**config.mk**
```make
export PLATFORM = sky130hd
export DESIGN_NAME = gs_divider_iter
export DESIGN_NICKNAME = d
export VERILOG_FILES = /design/src/rtl/gdiv_pkg.sv /design/src/rtl/gdiv_seed_lut.sv /design/src/rtl/gs_divider_iter.sv
export SDC_FILE = /design/constraint.sdc
export NUM_CORES = 2
export LEC_CHECK = 0
export CORE_MARGIN = 1.5
export CORE_UTILIZATION = 60
export DETAILED_ROUTE_END_ITERATION = 8
export GPL_ROUTABILITY_DRIVEN = 0
export MAX_ROUTING_LAYER = met4
export PLACE_DENSITY = 0.77
export SLEW_MARGIN = 20
export SYNTH_ARGS = -nofsm -noshare
export SYNTH_HDL_FRONTEND = slang
export SYNTH_SLANG_ARGS = --single-unit
export TNS_END_PERCENT = 10
```
**constraint.sdc**
```tcl
create_clock -name clk -period 9.9 [get_ports clk]
set_input_delay 0.99 -clock clk [delete_from_list [all_inputs] [get_ports clk]]
set_output_delay 0.99 -clock clk [all_outputs]
set_load 0.02 [all_outputs]
```
**src/rtl/gdiv_pkg.sv**
```systemverilog
// Shared state encoding, default parameters and saturation limits for the Goldschmidt divider.
package gdiv_pkg;

    localparam int GDIV_WIDTH    = 16;
    localparam int GDIV_FRAC     = 8;
    localparam int GDIV_ITERS    = 4;
    localparam int GDIV_LUT_BITS = 4;
    localparam int GDIV_GUARD    = 6;

    typedef enum logic [2:0] {
        IDLE,
        NORM,
        SEED,
        ITER,
        FIX,
        DONE
    } gdiv_state_e;

    // Largest quotient magnitude representable for the given sign.
    function automatic logic [63:0] sat_limit(input int width, input logic neg);
        logic [63:0] half;
        half = 64'd1 << (width - 1);
        return neg ? half : (half - 64'd1);
    endfunction

endpackage

```
**src/rtl/gdiv_seed_lut.sv**
```systemverilog
// Reciprocal seed table: entry i holds 1/midpoint of the divisor interval [0.5+i/2^(L+1), 0.5+(i+1)/2^(L+1)).
module gdiv_seed_lut
    import gdiv_pkg::*;
#(
    parameter int LUT_BITS = GDIV_LUT_BITS,
    parameter int IF_BITS  = GDIV_WIDTH + GDIV_GUARD
) (
    input  logic [LUT_BITS-1:0] idx,
    output logic [IF_BITS:0]    seed
);

    logic [IF_BITS:0] table_w [2**LUT_BITS];

    for (genvar i = 0; i < 2**LUT_BITS; i++) begin : g_entry
        localparam logic [63:0] DEN = (64'd1 << (LUT_BITS + 1)) + 64'(2 * i + 1);
        localparam logic [63:0] VAL = (64'd1 << (IF_BITS + LUT_BITS + 2)) / DEN;
        assign table_w[i] = VAL[IF_BITS:0];
    end

    assign seed = table_w[idx];

endmodule

```
**src/rtl/gs_divider_iter.sv**
```systemverilog
// Iterative Goldschmidt divider for signed Q(WIDTH-FRAC-1).FRAC operands with valid/ready handshakes.
// Define GDIV_ROUND_EN to round half away from zero; otherwise the quotient truncates toward zero.
//
// state | meaning
// IDLE  | in_ready high, capture sign and operand magnitudes
// NORM  | leading-one detect, scale |N| and |D| so Dn is in [0.5,1)
// SEED  | multiply both by the table reciprocal F0
// ITER  | N*=F, D*=F with F=2-D, ITERS passes
// FIX   | round/truncate, saturate, apply sign, form divide-by-zero result
// DONE  | out_valid high, hold until out_ready
module gs_divider_iter
    import gdiv_pkg::*;
#(
    parameter int WIDTH    = GDIV_WIDTH,
    parameter int FRAC     = GDIV_FRAC,
    parameter int ITERS    = GDIV_ITERS,
    parameter int LUT_BITS = GDIV_LUT_BITS,
    parameter int GUARD    = GDIV_GUARD
) (
    input  logic             clk,
    input  logic             reset,
    input  logic             in_valid,
    output logic             in_ready,
    input  logic [WIDTH-1:0] N,
    input  logic [WIDTH-1:0] D,
    output logic             out_valid,
    input  logic             out_ready,
    output logic [WIDTH-1:0] No,
    output logic             dz,
    output logic             ovf
);

    localparam int IF_BITS = WIDTH + GUARD;
    localparam int DW      = IF_BITS + 1;
    localparam int NI      = WIDTH - FRAC + 2;
    localparam int NW      = NI + IF_BITS;
    localparam int XW      = WIDTH + IF_BITS - 1;
    localparam int SW      = $clog2(IF_BITS);
    localparam int RSH     = IF_BITS - FRAC;
    localparam int QW      = NW - RSH;
    localparam int CW      = 4;

    localparam logic [NW-1:0]    BIAS    = NW'(1) << (RSH - 4);
    localparam logic [NW-1:0]    HALF    = NW'(1) << (RSH - 1);
    localparam logic [WIDTH-1:0] MIN_NEG = {1'b1, {(WIDTH-1){1'b0}}};
    localparam logic [WIDTH-1:0] MAX_POS = {1'b0, {(WIDTH-1){1'b1}}};

    gdiv_state_e state, nxt;

    logic             p_q;
    logic             n_sign_q;
    logic             big_q;
    logic [WIDTH-1:0] mag_n_q;
    logic [WIDTH-1:0] mag_d_q;
    logic [NW-1:0]    n_q;
    logic [DW-1:0]    d_q;
    logic [CW-1:0]    cnt_q;

    logic [SW-1:0]      sh;
    logic [XW-1:0]      wide_n;
    logic [XW-1:0]      wide_d;
    logic               n_big;
    logic [DW-1:0]      seed;
    logic [IF_BITS+1:0] two_m_d;
    logic [DW-1:0]      f_mul;
    logic [NW+DW-1:0]   prod_n;
    logic [2*DW-1:0]    prod_d;
    logic [NW-1:0]      n_adj;
    logic [QW-1:0]      mag_q;
    logic [63:0]        lim;
    logic               sat;
    logic [WIDTH-1:0]   res;
    logic               res_ovf;
    logic               unused_bits;

    always_ff @(posedge clk) begin
        if (reset) state <= IDLE;
        else       state <= nxt;
    end

    always_comb begin
        nxt = state;
        case (state)
            IDLE:    if (in_valid) nxt = NORM;
            NORM:    nxt = (mag_d_q == '0) ? FIX : SEED;
            SEED:    nxt = ITER;
            ITER:    if (cnt_q == '0) nxt = FIX;
            FIX:     nxt = DONE;
            DONE:    if (out_ready) nxt = IDLE;
            default: nxt = IDLE;
        endcase
    end

    assign in_ready  = (state == IDLE) && !reset;
    assign out_valid = (state == DONE);

    // N is scaled by the same shift as D, so the converged N is already the quotient.
    always_comb begin
        sh = '0;
        for (int i = 0; i < WIDTH; i++) begin
            if (mag_d_q[i]) sh = SW'(IF_BITS - 1 - i);
        end
    end

    assign wide_n = XW'(mag_n_q) << sh;
    assign wide_d = XW'(mag_d_q) << sh;
    // A scaled dividend at or above 2^(WIDTH-FRAC) already guarantees saturation.
    assign n_big  = |wide_n[XW-1:IF_BITS+WIDTH-FRAC];

    gdiv_seed_lut #(
        .LUT_BITS(LUT_BITS),
        .IF_BITS (IF_BITS)
    ) u_seed (
        .idx (d_q[IF_BITS-2 -: LUT_BITS]),
        .seed(seed)
    );

    assign two_m_d = {2'b10, {IF_BITS{1'b0}}} - (IF_BITS+2)'(d_q);
    assign f_mul   = (state == SEED) ? seed : two_m_d[DW-1:0];
    assign prod_n  = (NW+DW)'(n_q) * (NW+DW)'(f_mul);
    assign prod_d  = (2*DW)'(d_q) * (2*DW)'(f_mul);

    // The small bias absorbs the downward drift of the truncated iterations.
    always_comb begin
        n_adj = n_q + BIAS;
`ifdef GDIV_ROUND_EN
        n_adj = n_adj + HALF;
`endif
        mag_q   = n_adj[NW-1:RSH];
        lim     = sat_limit(WIDTH, p_q);
        sat     = big_q || (64'(mag_q) > lim);
        res     = '0;
        res_ovf = 1'b0;
        if (mag_d_q == '0) begin
            if (mag_n_q == '0) res = '0;
            else if (n_sign_q) res = MIN_NEG;
            else               res = MAX_POS;
        end else if (sat) begin
            res     = p_q ? MIN_NEG : MAX_POS;
            res_ovf = 1'b1;
        end else begin
            res = p_q ? (~mag_q[WIDTH-1:0] + 1'b1) : mag_q[WIDTH-1:0];
        end
    end

    always_ff @(posedge clk) begin
        if (reset) begin
            p_q      <= 1'b0;
            n_sign_q <= 1'b0;
            big_q    <= 1'b0;
            mag_n_q  <= '0;
            mag_d_q  <= '0;
            n_q      <= '0;
            d_q      <= '0;
            cnt_q    <= '0;
            No       <= '0;
            dz       <= 1'b0;
            ovf      <= 1'b0;
        end else begin
            case (state)
                IDLE: if (in_valid) begin
                    p_q      <= N[WIDTH-1] ^ D[WIDTH-1];
                    n_sign_q <= N[WIDTH-1];
                    mag_n_q  <= N[WIDTH-1] ? (~N + 1'b1) : N;
                    mag_d_q  <= D[WIDTH-1] ? (~D + 1'b1) : D;
                end
                NORM: begin
                    n_q   <= wide_n[NW-1:0];
                    d_q   <= wide_d[DW-1:0];
                    big_q <= n_big;
                end
                SEED: begin
                    n_q   <= prod_n[IF_BITS +: NW];
                    d_q   <= prod_d[IF_BITS +: DW];
                    cnt_q <= CW'(ITERS - 1);
                end
                ITER: begin
                    n_q <= prod_n[IF_BITS +: NW];
                    d_q <= prod_d[IF_BITS +: DW];
                    if (cnt_q != '0) cnt_q <= cnt_q - 1'b1;
                end
                FIX: begin
                    No  <= res;
                    dz  <= (mag_d_q == '0);
                    ovf <= res_ovf;
                end
                default: ;
            endcase
        end
    end

    assign unused_bits = ^{prod_n[NW+DW-1], prod_n[IF_BITS-1:0], prod_d[2*DW-1],
                           prod_d[IF_BITS-1:0], wide_d[XW-1:DW], n_adj[RSH-1:0],
                           two_m_d[IF_BITS+1:DW]};

endmodule

```
**Word level (Yosys, flattened, before mapping)**

Memory sizes are Yosys's and may differ from the RTL's.
Cells that the tools add are included.

- Register bits: 115
- ROM bits: 368
- Output and inout port bits: 20
- Word-level logic and storage cells: 93
- Memories kept: 1

Memory list:

| name | depth | bits a word | read ports | clocked after memory_dff | wr ports | line | RTL |
|---|---|---|---|---|---|---|---|
| (name not given) | 16 | 23 | 1 | 0 | 0 | gdiv_seed_lut.sv:20 | `assign seed = table_w[idx];` |

- Add/subtract/negate cells: 6
- Multiply operators: 2
- Order comparisons: 2
- Eq/ne operators: 9
- Shifts and indexed selects: 2
- Muxes and demuxes: 39
- Bitwise gates (word level): 5
- Reductions and logical operators: 15

Operator list:

| operator | count |
|---|---|
| 16-bit 2-to-1 mux | 9 |
| 5-bit 2-to-1 mux | 16 |
| 23-bit 2-to-1 mux | 3 |
| 32-bit one-hot mux with 2 select lines | 1 |
| 32-bit by 23-bit multiplier with 54-bit output | 1 |
| 16-bit by 1-bit adder with 16-bit output, second input constant | 3 |
| 16-bit inverter | 3 |
| 23-bit one-hot mux with 2 select lines | 1 |
| 23-bit by 23-bit multiplier with 45-bit output | 1 |
| 16-bit by 5-bit << shifter with 37-bit output | 1 |
| 32-bit by 11-bit adder with 32-bit output, second input constant | 1 |
| 16-bit zero test | 2 |
| 16-bit by 5-bit << shifter with 23-bit output | 1 |
| 1-bit by 23-bit subtractor with 23-bit output, first input constant | 1 |
| 18-bit by 16-bit greater-than comparator with 1-bit output | 1 |
| 3-bit one-hot mux with 6 select lines | 1 |
| 3-bit 2-to-1 mux | 4 |
| 4-bit one-hot mux with 2 select lines | 1 |
| 7-bit OR reduction | 1 |
| 3-bit by 2-bit == test with 1-bit output, second input constant | 2 |
| 3-bit == test, second input constant | 2 |
| 2-bit inequality test, second input constant | 3 |
| 5-bit greater-or-equal comparator, second input constant | 1 |
| 4-bit inverter with 5-bit output | 1 |
| 16 further kinds | 19 |

**Longest topological paths before layout**

- Depth after elaboration: 18
- Depth in mapped cells: 37
- Depth with buffers taken out: 34

**Cells and area by module**

Synthesis repeated with hierarchy kept, for this count alone.

- Cell total of the unflattened synthesis: 5913
- Area total of the unflattened synthesis: 48944.4 um2

By module, submodules not included:

| module | instances | cells each | area each (um2) |
|---|---|---|---|
| gs_divider_iter | 1 | 5832 | 48352.6 |
| gdiv_seed_lut | 1 | 81 | 591.8 |

**Worst setup path after synthesis**

OpenSTA, ideal clock, no wires.

- Path kind: register to register
- Start point: register d_q[17]
- End point: register n_q[28]
- Data arrival time: 8.859 ns
- Data required time: 9.797 ns
- Slack: 0.937 ns
- Cell stages (with the launch flop): 36
- Path buffers: 5
- Clock period less this slack: 8.963 ns
- Cell sequence: dfxtp_1 > buf_2 > clkbuf_1 > clkbuf_1 > inv_1 > ha_1 > clkbuf_1 > nor2b_1 > a211oi_1 > a21oi_1 > a21oi_1 > clkbuf_1 > nand2_1 > fa_1 > inv_1 > fa_1 > inv_1 > fa_1 > inv_1 > fa_1 > fa_1 > fa_1 > inv_1 > fa_1 > inv_1 > ha_1 > nand3_2 > nor3_4 > nand3_1 > a31oi_1 > nand2_2 > o41ai_4 > a211oi_2 > o41ai_2 > xnor2_1 > a2111oi_2

- Word-level cells in the longest chain between the ends: 7
- Elaborated cells on any way between the ends: 8

RTL lines:

| element | line | RTL |
|---|---|---|
| start: declaration | gs_divider_iter.sv:56 | `logic [DW-1:0] d_q;` |
| start signal: assignment | gs_divider_iter.sv:169 | `d_q <= wide_d[DW-1:0];` |
| start signal: assignment | gs_divider_iter.sv:174 | `d_q <= prod_d[IF_BITS +: DW];` |
| start signal: assignment | gs_divider_iter.sv:179 | `d_q <= prod_d[IF_BITS +: DW];` |
| branches (longest 4 deep; another with 1-bit by 23-bit subtractor with 23-bit output) | n/a |  |
| 23-bit 2-to-1 mux * | gs_divider_iter.sv:119 | `assign f_mul = (state == SEED) ? seed : two_m_d[DW-1:0];` |
| 32-bit by 23-bit multiplier with 54-bit output * | gs_divider_iter.sv:120 | `assign prod_n = (NW+DW)'(n_q) * (NW+DW)'(f_mul);` |
| 32-bit one-hot mux with 2 select lines * | gs_divider_iter.sv:160 | `case (state)` |
| end signal: assignment | gs_divider_iter.sv:168 | `n_q <= wide_n[NW-1:0];` |
| end signal: assignment | gs_divider_iter.sv:173 | `n_q <= prod_n[IF_BITS +: NW];` |
| end signal: assignment | gs_divider_iter.sv:178 | `n_q <= prod_n[IF_BITS +: NW];` |
| end: declaration | gs_divider_iter.sv:55 | `logic [NW-1:0] n_q;` |

Every way passes the cells marked *. The select of a mux whose other input is x is not followed.
A chain may end at the register's enable or synchronous reset.

**Worst setup path in the final report**

- Start point: register d_q[2]
- End point: register d_q[18]

- Word-level cells in the longest chain between the ends: 4

RTL lines:

| element | line | RTL |
|---|---|---|
| 1-bit by 23-bit subtractor with 23-bit output | gs_divider_iter.sv:118 | `assign two_m_d = {2'b10, {IF_BITS{1'b0}}} - (IF_BITS+2)'(d_q);` |
| 23-bit 2-to-1 mux | gs_divider_iter.sv:119 |  |
| 23-bit by 23-bit multiplier with 45-bit output * | gs_divider_iter.sv:121 | `assign prod_d = (2*DW)'(d_q) * (2*DW)'(f_mul);` |
| 23-bit one-hot mux with 2 select lines * | gs_divider_iter.sv:160 |  |

Mark *: on every way between the ends. The rest lies on a longest branch, timed or not.

==> results.toml <==
[status]
status = "complete, no violations"

[floorplan]
die_height_um = 288
die_area_um2 = 83100
rows = 104
ios = 56
fp.coreArea_um2 = 80500
die_x_um = 288
start_util_pct = 60.6

[detailed_routing]
routed_wl_um = 134000
drc = 0
drt_iter0_markers = 3543
drt-pass1-iter-count = 6
ant_nets = 0
routedWlPerCell_um = 19.9
vias = 40100
viasPerCell = 5.94

[worst_setup_path]
crit_fanout = 15
cp_data_required_time_ns = 10.17
crit_path_end_kind = "register"
cp_data_arrival_time_ns = 9.91
slowest_stage = "a21oi_4"
cp_slowest_stage_delay_ns = 0.86
cpMostUsedCell = "fa_1"
cp-start-kind = "register"
critical_path_class = "register to register"

[sta]
hold_viol = 0
finalCriticalPeriod_ns = 9.64
rsz0062_at_grt = "yes"
slew_viol_final = 0
finClkSkew_ns = 0.00831
tightest_slew_ns = 1.17
timing.fmax_mhz = 104
max-slew-margin-rel_pct = 21.5
setup_viol = 0
fin_crit_sh_pct = 97.4

[final_layout]
nNetsFinal = 7147
final_cell_mix = "1210 x inv_1, 1106 x nand2_1, 1061 x fa_1"
final_common_cell = "inv_1"
area_growth_syn_to_layout_pct = 5.31
final_cells = 6757
layout-drive-gt1-share_pct = 4.76

[clocking]
cts_buffers = 17
insertion_delay_ns = 0.43
clock_sinks = 115
cts_buffer_depth = 2
postCtsHoldBufs = 0
cts_tree = "built"
root_buffer = "clkbuf_16"
path_clk_slew_ns = 0.06
htreeDepth = 4

[global_routing]
grt_start_max_net_pins = 74
grt_pass1_vias = 41900
globalRouteOverflowTotal = 0
grt_pass1_wl_um = 219000
antenna_found_initial = 3
grt_usage_pct = 34.5

[place]
dp_cells = 6709
port_buffers = 55
hpwlAfterDp_um = 103000

[synthesis]
yosysTopAreaCellShare_pct = 43.5
synth_enable_flop_cells = 0
synthFlopType = "dfxtp_1"
syn_nets = 7299
yosysWarningCount = 0
yosysTopAreaCell = "fa_1"
ys_types = 91
yosysSeqAreaShare_pct = 4.72
avgSynthCellArea_um2 = 8.37
syn_inst = 5833
netlist_top_cells_area = "fa_1 44%, ha_1 9.5%, inv_1 9.3%, nand2_1 8.5%, dfxtp_1 4.7%"
synthArstFlopShare_pct = 0
ys_ff_latch = 115
syn_area_um2 = 48800

[worst_hold_path]
hold_path.class = "register to register"

[flow_run]
drv_cap = 0
stage by stage:
step	cell area, µm²	setup TNS [ns]	worst slack [ns]	hold slack, ns	utilization, %
floorplan	48800	0	0.937	0.453	-
global placement	50600	0	0.190	0.449	62.8
detailed placement	50600	0	0.138	0.451	62.8
CTS	51200	0	0.0618	0.462	63.5
global route	51400	-0.218	-0.0753	0.501	63.8
finish	51400	0	0.262	0.462	63.8
cells by family (layout without fill, tap and decap cells):
family | count (synthesis) | after routing | share of synthesized area (%)
compound gates | 640 | 641 | 8.52
xor+xnor | 127 | 127 | 2.28
fa+ha+maj | 1430 | 1430 | 53.0
buf+inv | 1588 | 1447 | 12.4
flops | 115 | 115 | 4.72
mux | 69 | 69 | 1.89
other cells | 0 | 3 | 0
simple gates | 1864 | 1865 | 17.2
synthesized netlist by cell type, drive strengths merged, types with 20 or more instances:
| cell | instances |
|---|---|
| inv | 1210 |
| nand2 | 1108 |
| fa | 1061 |
| ha | 369 |
| clkbuf | 341 |
| and2 | 330 |
| a21oi | 206 |
| nor2 | 186 |
| dfxtp | 115 |
| o21ai | 114 |
| xnor2 | 76 |
| a21o | 61 |
| xor2 | 51 |
| nor3 | 50 |
| a211oi | 46 |
| mux2i | 44 |
| nand3 | 38 |
| buf | 34 |
| nand4 | 29 |
| nor4 | 22 |
| o22ai | 22 |
| a22oi | 21 |
| or3 | 20 |
worst paths after layout:
| kind | startpoint | to | slack, ns | cells past startpoint |
|---|---|---|---|---|
| worst min register to register | dz | dz | 0.46 | 2 |
| worst min-delay path | dz | dz | 0.46 | 2 |
| worst max-delay path | d_q[2] | d_q[18] | 0.26 | 29 |
| worst max register to register | d_q[2] | d_q[18] | 0.26 | 29 |
what timing repair did:
item,4_1_cts,5_1_grt
setup buffers,0,10
resized for setup,0,9
setup endpoints to repair,0,37
metal layers:
layer  track usage (%)  share of wire (%)  routed length (µm)
met1              44.4                 39               51800
met2              54.2                 47               62700
met3              5.56                9.9               13200
met4              14.6                4.9                6540
met5                 -                  0                   0
worst max-delay path, delay by kind of cell (launching register included):
kind	cells	cell delay, ns
adder cells (fa/ha/maj)	8	3.94
AND/OR/NAND/NOR	8	2.03
AO/OA/AOI/OAI	5	1.83
buffers and inverters	6	0.88
flip-flops	1	0.31
multiplexers	1	0.30
XOR/XNOR	1	0.20
registers in the layout, indices dropped and copies added (netlist names):
signal and cells:
dz 1, big_q 1, d_q 23, mag_d_q 16
p_q 1, n_sign_q 1, cnt_q 4, ovf 1
mag_n_q 16, No 16, n_q 32, state 3
layout make-up:
type	count	area, µm²
sequential	115	2310
multi-input combinational	4132	40800
antenna	3	7.51
fill	6588	29200
clock buffer	18	439
timing repair buffer	202	1780
inverter	1213	4550
tap	1060	1330
clock inverter	14	179
Power is not shown: default switching activity piles up to over one toggle a cycle in this logic, so the estimate is an artifact.
